`config.mk`:
```
export PLATFORM = sky130hd
export DESIGN_NAME = switch_debouncer
export DESIGN_NICKNAME = d
export VERILOG_FILES = /design/src/rtl/switch_debouncer.sv
export SDC_FILE = /design/constraint.sdc
export NUM_CORES = 1
export LEC_CHECK = 0
export ABC_AREA = 0
export CORE_AREA = 2 2 39 41
export CTS_CLUSTER_DIAMETER = 200
export CTS_CLUSTER_SIZE = 40
export DETAILED_ROUTE_END_ITERATION = 8
export DIE_AREA = 0 0 41 43
export GPL_TIMING_DRIVEN = 0
export HOLD_SLACK_MARGIN = 0.02
export PLACE_DENSITY = 0.68
export SLEW_MARGIN = 10
export SYNTH_ARGS = -nofsm -noshare
export SYNTH_HDL_FRONTEND = slang
export SYNTH_SLANG_ARGS = --single-unit
```
`constraint.sdc`:
```
create_clock -name clk -period 1.3 [get_ports clk]
set_input_delay 0.325 -clock clk [delete_from_list [all_inputs] [get_ports clk]]
set_output_delay 0.325 -clock clk [all_outputs]
set_load 0.02 [all_outputs]
```
`src/rtl/switch_debouncer.sv`:
```
// Switch debouncer: synchronises a raw asynchronous input into clk and accepts a
// level change only after DEBOUNCE_CYCLES consecutive synchronised samples agree.
module switch_debouncer #(
  parameter int   SYNC_STAGES     = 2,
  parameter int   DEBOUNCE_CYCLES = 16,
  parameter logic RESET_LEVEL     = 1'b0
) (
  input  logic clk,
  input  logic rst_n,
  input  logic sig_in,
  output logic sig_out,
  output logic busy,
  output logic glitch
);

  localparam int CNT_W = $clog2(DEBOUNCE_CYCLES + 1);
  localparam logic [CNT_W-1:0] CNT_LAST = CNT_W'(DEBOUNCE_CYCLES - 1);
  localparam logic [CNT_W-1:0] CNT_ONE  = CNT_W'(1);

  typedef enum logic [1:0] {
    STABLE_LO = 2'd0,
    QUAL_HI   = 2'd1,
    STABLE_HI = 2'd2,
    QUAL_LO   = 2'd3
  } state_t;

  logic [SYNC_STAGES-1:0] sync_chain;
  logic                   sync;
  state_t                 state, state_next;
  logic [CNT_W-1:0]       cnt, cnt_next;
  logic                   sig_out_next;
  logic                   glitch_next;

  always_ff @(posedge clk or negedge rst_n) begin
    if (!rst_n) begin
      sync_chain <= {SYNC_STAGES{RESET_LEVEL}};
    end else begin
      sync_chain <= {sync_chain[SYNC_STAGES-2:0], sig_in};
    end
  end

  // Only the last synchroniser stage is allowed to reach the filter logic.
  assign sync = sync_chain[SYNC_STAGES-1];

  always_ff @(posedge clk or negedge rst_n) begin
    if (!rst_n) begin
      state   <= RESET_LEVEL ? STABLE_HI : STABLE_LO;
      cnt     <= '0;
      sig_out <= RESET_LEVEL;
      glitch  <= 1'b0;
    end else begin
      state   <= state_next;
      cnt     <= cnt_next;
      sig_out <= sig_out_next;
      glitch  <= glitch_next;
    end
  end

  always_comb begin
    state_next   = state;
    cnt_next     = cnt;
    sig_out_next = sig_out;
    glitch_next  = 1'b0;
    case (state)
      STABLE_LO: begin
        if (sync) begin
          state_next = QUAL_HI;
          cnt_next   = CNT_ONE;
        end else begin
          cnt_next = '0;
        end
      end
      QUAL_HI: begin
        if (!sync) begin
          state_next  = STABLE_LO;
          cnt_next    = '0;
          glitch_next = 1'b1;
        end else if (cnt == CNT_LAST) begin
          state_next   = STABLE_HI;
          sig_out_next = 1'b1;
          cnt_next     = '0;
        end else begin
          cnt_next = cnt + CNT_ONE;
        end
      end
      STABLE_HI: begin
        if (!sync) begin
          state_next = QUAL_LO;
          cnt_next   = CNT_ONE;
        end else begin
          cnt_next = '0;
        end
      end
      QUAL_LO: begin
        if (sync) begin
          state_next  = STABLE_HI;
          cnt_next    = '0;
          glitch_next = 1'b1;
        end else if (cnt == CNT_LAST) begin
          state_next   = STABLE_LO;
          sig_out_next = 1'b0;
          cnt_next     = '0;
        end else begin
          cnt_next = cnt + CNT_ONE;
        end
      end
      default: begin
        state_next = STABLE_LO;
        cnt_next   = '0;
      end
    endcase
  end

  // Decoded from the state register alone so busy never sees sig_in combinationally.
  assign busy = (state == QUAL_HI) || (state == QUAL_LO);

endmodule

```
After elaboration in Yosys (flattened, before gate mapping)
Cells that the tools add are included.

word-level totals
  register bits after elaboration = 11
  latch bits = 0
  bits in writable memories = 0
  bits in read-only memories = 0
  input port bits = 3
  output and inout port bits = 3
  memories = 0

cells by class
  add/sub/neg operators = 1
  $mul = 0
  div/mod/pow operators = 0
  $lt $le $gt $ge = 0
  eq/ne operators = 12
  shift-type cells = 0
  muxes and demuxes = 21
  bitwise logic cells = 0
  reduce and logical (&&, ||, !) cells = 5

operators by type and width
  operator             count
  $pmux 5 s4           1
  $mux 5               3
  $mux 2               6
  $ne 2x2->1 const B   6
  $mux 1               8
  $pmux 2 s4           1
  $ne 3x3->1 const B   2
  $add 5x1->5 const B  1
  $eq 5x4->1 const B   1
  $reduce_and 5->1     1
  $eq 2x2->1 const B   2
  $pmux 1 s2           2
  $reduce_and 4->1     1
  $eq 2x1->1 const B   1
  $logic_not 2->1      1
  $reduce_bool 2->1    1
  $logic_or 1x1->1     1

Longest topological paths before layout
  word-level depth = 4
  gate-level depth with buffers = 5
  mapped depth without buffers = 4

Worst setup path before layout
Ideal clock, no wire load.

  kind = register to register
  start = register cnt[0]
  end = register sig_out
  arrival = 1,231 ps
  setup slack = -11 ps
  cell stages (with the launch flop) = 6
  buffers on the path = 1
  period minus slack after synthesis = 1,311 ps
  cells stage by stage = dfrtp_1 > ha_1 > and4b_1 > buf_6 > nor4b_2 > nor3_2

between the ends
  longest elaborated chain between the ends = 3
  elaborated cells between the ends (all ways) = 4

ends and longest elaborated chain
  element                       line    source
  start, declared               30      logic [CNT_W-1:0] cnt, cnt_next;
  start signal, assigned        53      cnt <= cnt_next;
  $eq 5x4->1 *                  78, 99
  $ne 2x2->1 (no line)          n/a
  $reduce_and 5->1 (no line) *  n/a
  end signal, assigned          54      sig_out <= sig_out_next;
  end, declared                 11      output logic sig_out,

Mark *: on every way between the ends. The rest lies on a longest branch, timed or not.
A chain may end at the register's enable or synchronous reset.

Final worst setup path
  start = register state[0]
  end = output port busy

between the ends
  longest elaborated chain between the ends = 2
  elaborated cells between the ends (all ways) = 3

ends and longest elaborated chain
  element                                   line  source
  start, declared                           29    state_t state, state_next;
  start signal, assigned                    47    state <= RESET_LEVEL ? STABLE_HI : STABLE_LO;
  start signal, assigned                    52    state <= state_next;
  $eq 2x1->1 or $eq 2x2->1 (tied branches)  115   assign busy = (state == QUAL_HI) || (state == QUAL_LO);
  $logic_or 1x1->1 *                        115
  end, declared                             12    output logic busy,

Marks and branches as above.

==> out/results.ini <==
[setup_path]
start_kind = flop
cpMaxStageDelayCell = dfrtp_2
critPathKind = reg2out
crit_family = flip-flops
crit_chain = clkbuf_1 -> buf_2
crit_buf_inv = 2
crit_required_ns = 0.98
endpoint_kind = output port
cpPeakStageDelay_ns = 0.46
cp_max_fo = 8
worstPathArrival_ns = 0.98

[drt]
first_pass_iters = 4
detail-route-antenna-nets = 0
post_drt_wl_per_cell_um = 10.8
remaining_drc_errors = 0
via_per_inst = 4.71
wl_um = 702
via_count = 306
drtIter0Drc = 5

[final_layout]
areaGrowthSynthToFinish_pct = 23.2
post-route-util = 0.423
fillers = 127
nets = 54
layout-drive-gt1-share = 0.347
num_antenna_cells = 0

[sta]
min_period_ns = 1.30
hold_violations = 0
timing.fmax_mhz = 769
grt_setup_unrepaired = yes
worst_slack_ns = -0.000103
hold_slack_ns = 0.360
finalSetupViolCount = 1
final_max_slew_viol_count = 0
relSlewSlack = 0.683
timing.final.crit_share = 1.00
skew_ns = 0.00289
worst_slew_pin_slew_ns = 0.474

[cts]
cts_tree = yes
cts.clk_slew.worst_paths_ns = 0.07
cts_max_level = 1
clockRootBuffer = clkbuf_4
clk_path_buf_depth = 2
clock_sinks = 11
cts_made_buffers = 3
clk_latency_ns = 0.26
cts_hold_buf = 0

[grt]
track_usage = 0.112
grt_first_pass_wirelength_um = 1300
grt_antenna_before_repair = 0
grt_pass1_vias = 314
overflow = 0
grt_max_degree = 12

[job]
cap_viol_max_count = 0

[logic_synthesis]
synth_nets = 42
ys_seq_area_frac = 0.579
synth_seq_cells = 11
synthCells = 38
ys_types = 22
synth_warnings = 0
syn_area_um2 = 475
synth_top_area_cell = dfrtp_1
syn_avg_cell_area_um2 = 12.5
yosysTopAreaCellShare = 0.579
synth_top_cells_by_area = dfrtp_1 (58%), nor3_2 (4.2%), xor2_2 (3.4%), nor2_1 (3.2%), nor4b_2 (3.2%)

[hold_path]
worstHoldPathType = reg2reg

[place]
dp_hpwl_um = 518
io_buffers = 5
gp_congestion = 0.620

[floorplanning]
die_w_um = 41
die_height_um = 43
die_area_um2 = 1760
rows = 14
ios = 6
start_util = 0.344
core_um2 = 1380

[pwr]
p_per_area_nw_per_um2 = 1080
p_leak_nw = 0.256
peakVddDrop_mv = 0.462

[outcome]
status = finished with violations
violations = negative setup slack

-- power breakdown --
part	switching, W	leakage [nW]	internal (W)	total [W]
clock network	0.000104	0.0150	0.000119	0.000223
registers	0.00000966	0.142	0.000353	0.000362
logic	0.0000230	0.0987	0.0000214	0.0000445
-- layer usage --
metal | track usage | share of wire | routed length [um] | up-vias
met5 | 0 | 0 | 0 | -
met4 | 0.0600 | 0 | 0 | 0
met3 | 0.0314 | 0.036 | 25 | 0
met2 | 0.163 | 0.50 | 350 | 6
met1 | 0.146 | 0.47 | 327 | 148
li1 | - | - | - | 152
-- repair_timing --
| item | in CTS | in global routing |
|---|---|---|
| gates resized for setup | 8 | 2 |
| setup endpoints to repair | 5 | 4 |
| pin swaps | 2 | 0 |
| setup buffers | 2 | 0 |
-- stage by stage --
step	TNS, ns	power [W]	std cells	instance area (um2)	setup WS, ns
6_report	-0.000103	0.000630	65	586	-0.000103
5_1_grt	-0.115	0.000658	65	586	-0.0531
4_1_cts	0	0.000638	65	584	0.00178
3_5_place_dp	-0.241	0.000413	59	548	-0.179
3_3_place_gp	-0.207	0.000411	59	548	-0.185
2_1_floorplan	0	0.000389	38	478	0.0237
-- logic make-up after synthesis --
| kind of cell | after synthesis | synth area share |
|---|---|---|
| simple gates | 14 | 0.208 |
| flops | 11 | 0.579 |
| compound gates | 5 | 0.0684 |
| buf+inv | 4 | 0.0474 |
| xor+xnor | 3 | 0.0711 |
| fa+ha+maj | 1 | 0.0263 |
-- cells in the final DEF, fill, tap and decap left out, drive strengths merged --
| cell type | netlist | routed |
|---|---|---|
| nor4b | 1 | 1 |
| nor3b | 1 | 1 |
| clkdlybuf4s50 | 0 | 2 |
| clkbuf | 1 | 6 |
| a31o | 1 | 1 |
| nand3 | 2 | 2 |
| o21ai | 1 | 1 |
| xor2 | 2 | 2 |
| dlygate4sd2 | 0 | 1 |
| xnor2 | 1 | 1 |
| and4b | 1 | 1 |
| and2 | 1 | 1 |
| nand2 | 2 | 2 |
| buf | 1 | 4 |
| a21oi | 1 | 1 |
| nor3 | 2 | 2 |
| a21boi | 1 | 1 |
| ha | 1 | 1 |
| a31oi | 1 | 1 |
| dfrtp | 11 | 11 |
| nor2 | 4 | 4 |
| inv | 2 | 2 |
-- layout make-up --
type                       count  area [um2]  area share
sequential                    11         277       0.472
multi-input combinational     23         186       0.318
timing repair buffer           7        53.8      0.0919
clock buffer                   4        26.3      0.0449
tap                           16        20.0      0.0342
buffer                         2        15.0      0.0256
inverter                       2        7.51      0.0128
-- cells in the mapped netlist --
| master | instances |
|---|---|
| nor4b_2 | 1 |
| a21oi_1 | 1 |
| xnor2_1 | 1 |
| a31o_1 | 1 |
| a21boi_1 | 1 |
| and4b_1 | 1 |
| buf_6 | 1 |
| and2_1 | 1 |
| dfrtp_1 | 11 |
| nand2_1 | 1 |
| o21ai_0 | 1 |
| a31oi_1 | 1 |
| nor2_1 | 4 |
| inv_1 | 2 |
| nor3b_2 | 1 |
| clkbuf_1 | 1 |
| nor3_2 | 2 |
| xor2_1 | 1 |
| nand2_2 | 1 |
| nand3_1 | 2 |
| xor2_2 | 1 |
| ha_1 | 1 |
-- worst paths after layout --
path | from | end | slack [ns] | cells after the start
hold / removal | sync_chain[0] | sync_chain[1] | 0.36 | 0
setup reg to reg | cnt[1] | sig_out | 0.02 | 5
min in group asynchronous | rst_n | async pin | 0.38 | 1
hold reg to reg | sync_chain[0] | sync_chain[1] | 0.36 | 0
max in group asynchronous | rst_n | state[0] | 0.57 | 1
setup / recovery | state[0] | busy | -0.0001 | 2
-- flip-flops by register name, indices dropped and copies added (netlist names), named ones only --
name and count:
state 1, cnt 5, sig_out 1, glitch 1
sync_chain 2
(Power assumes the default switching activity.)
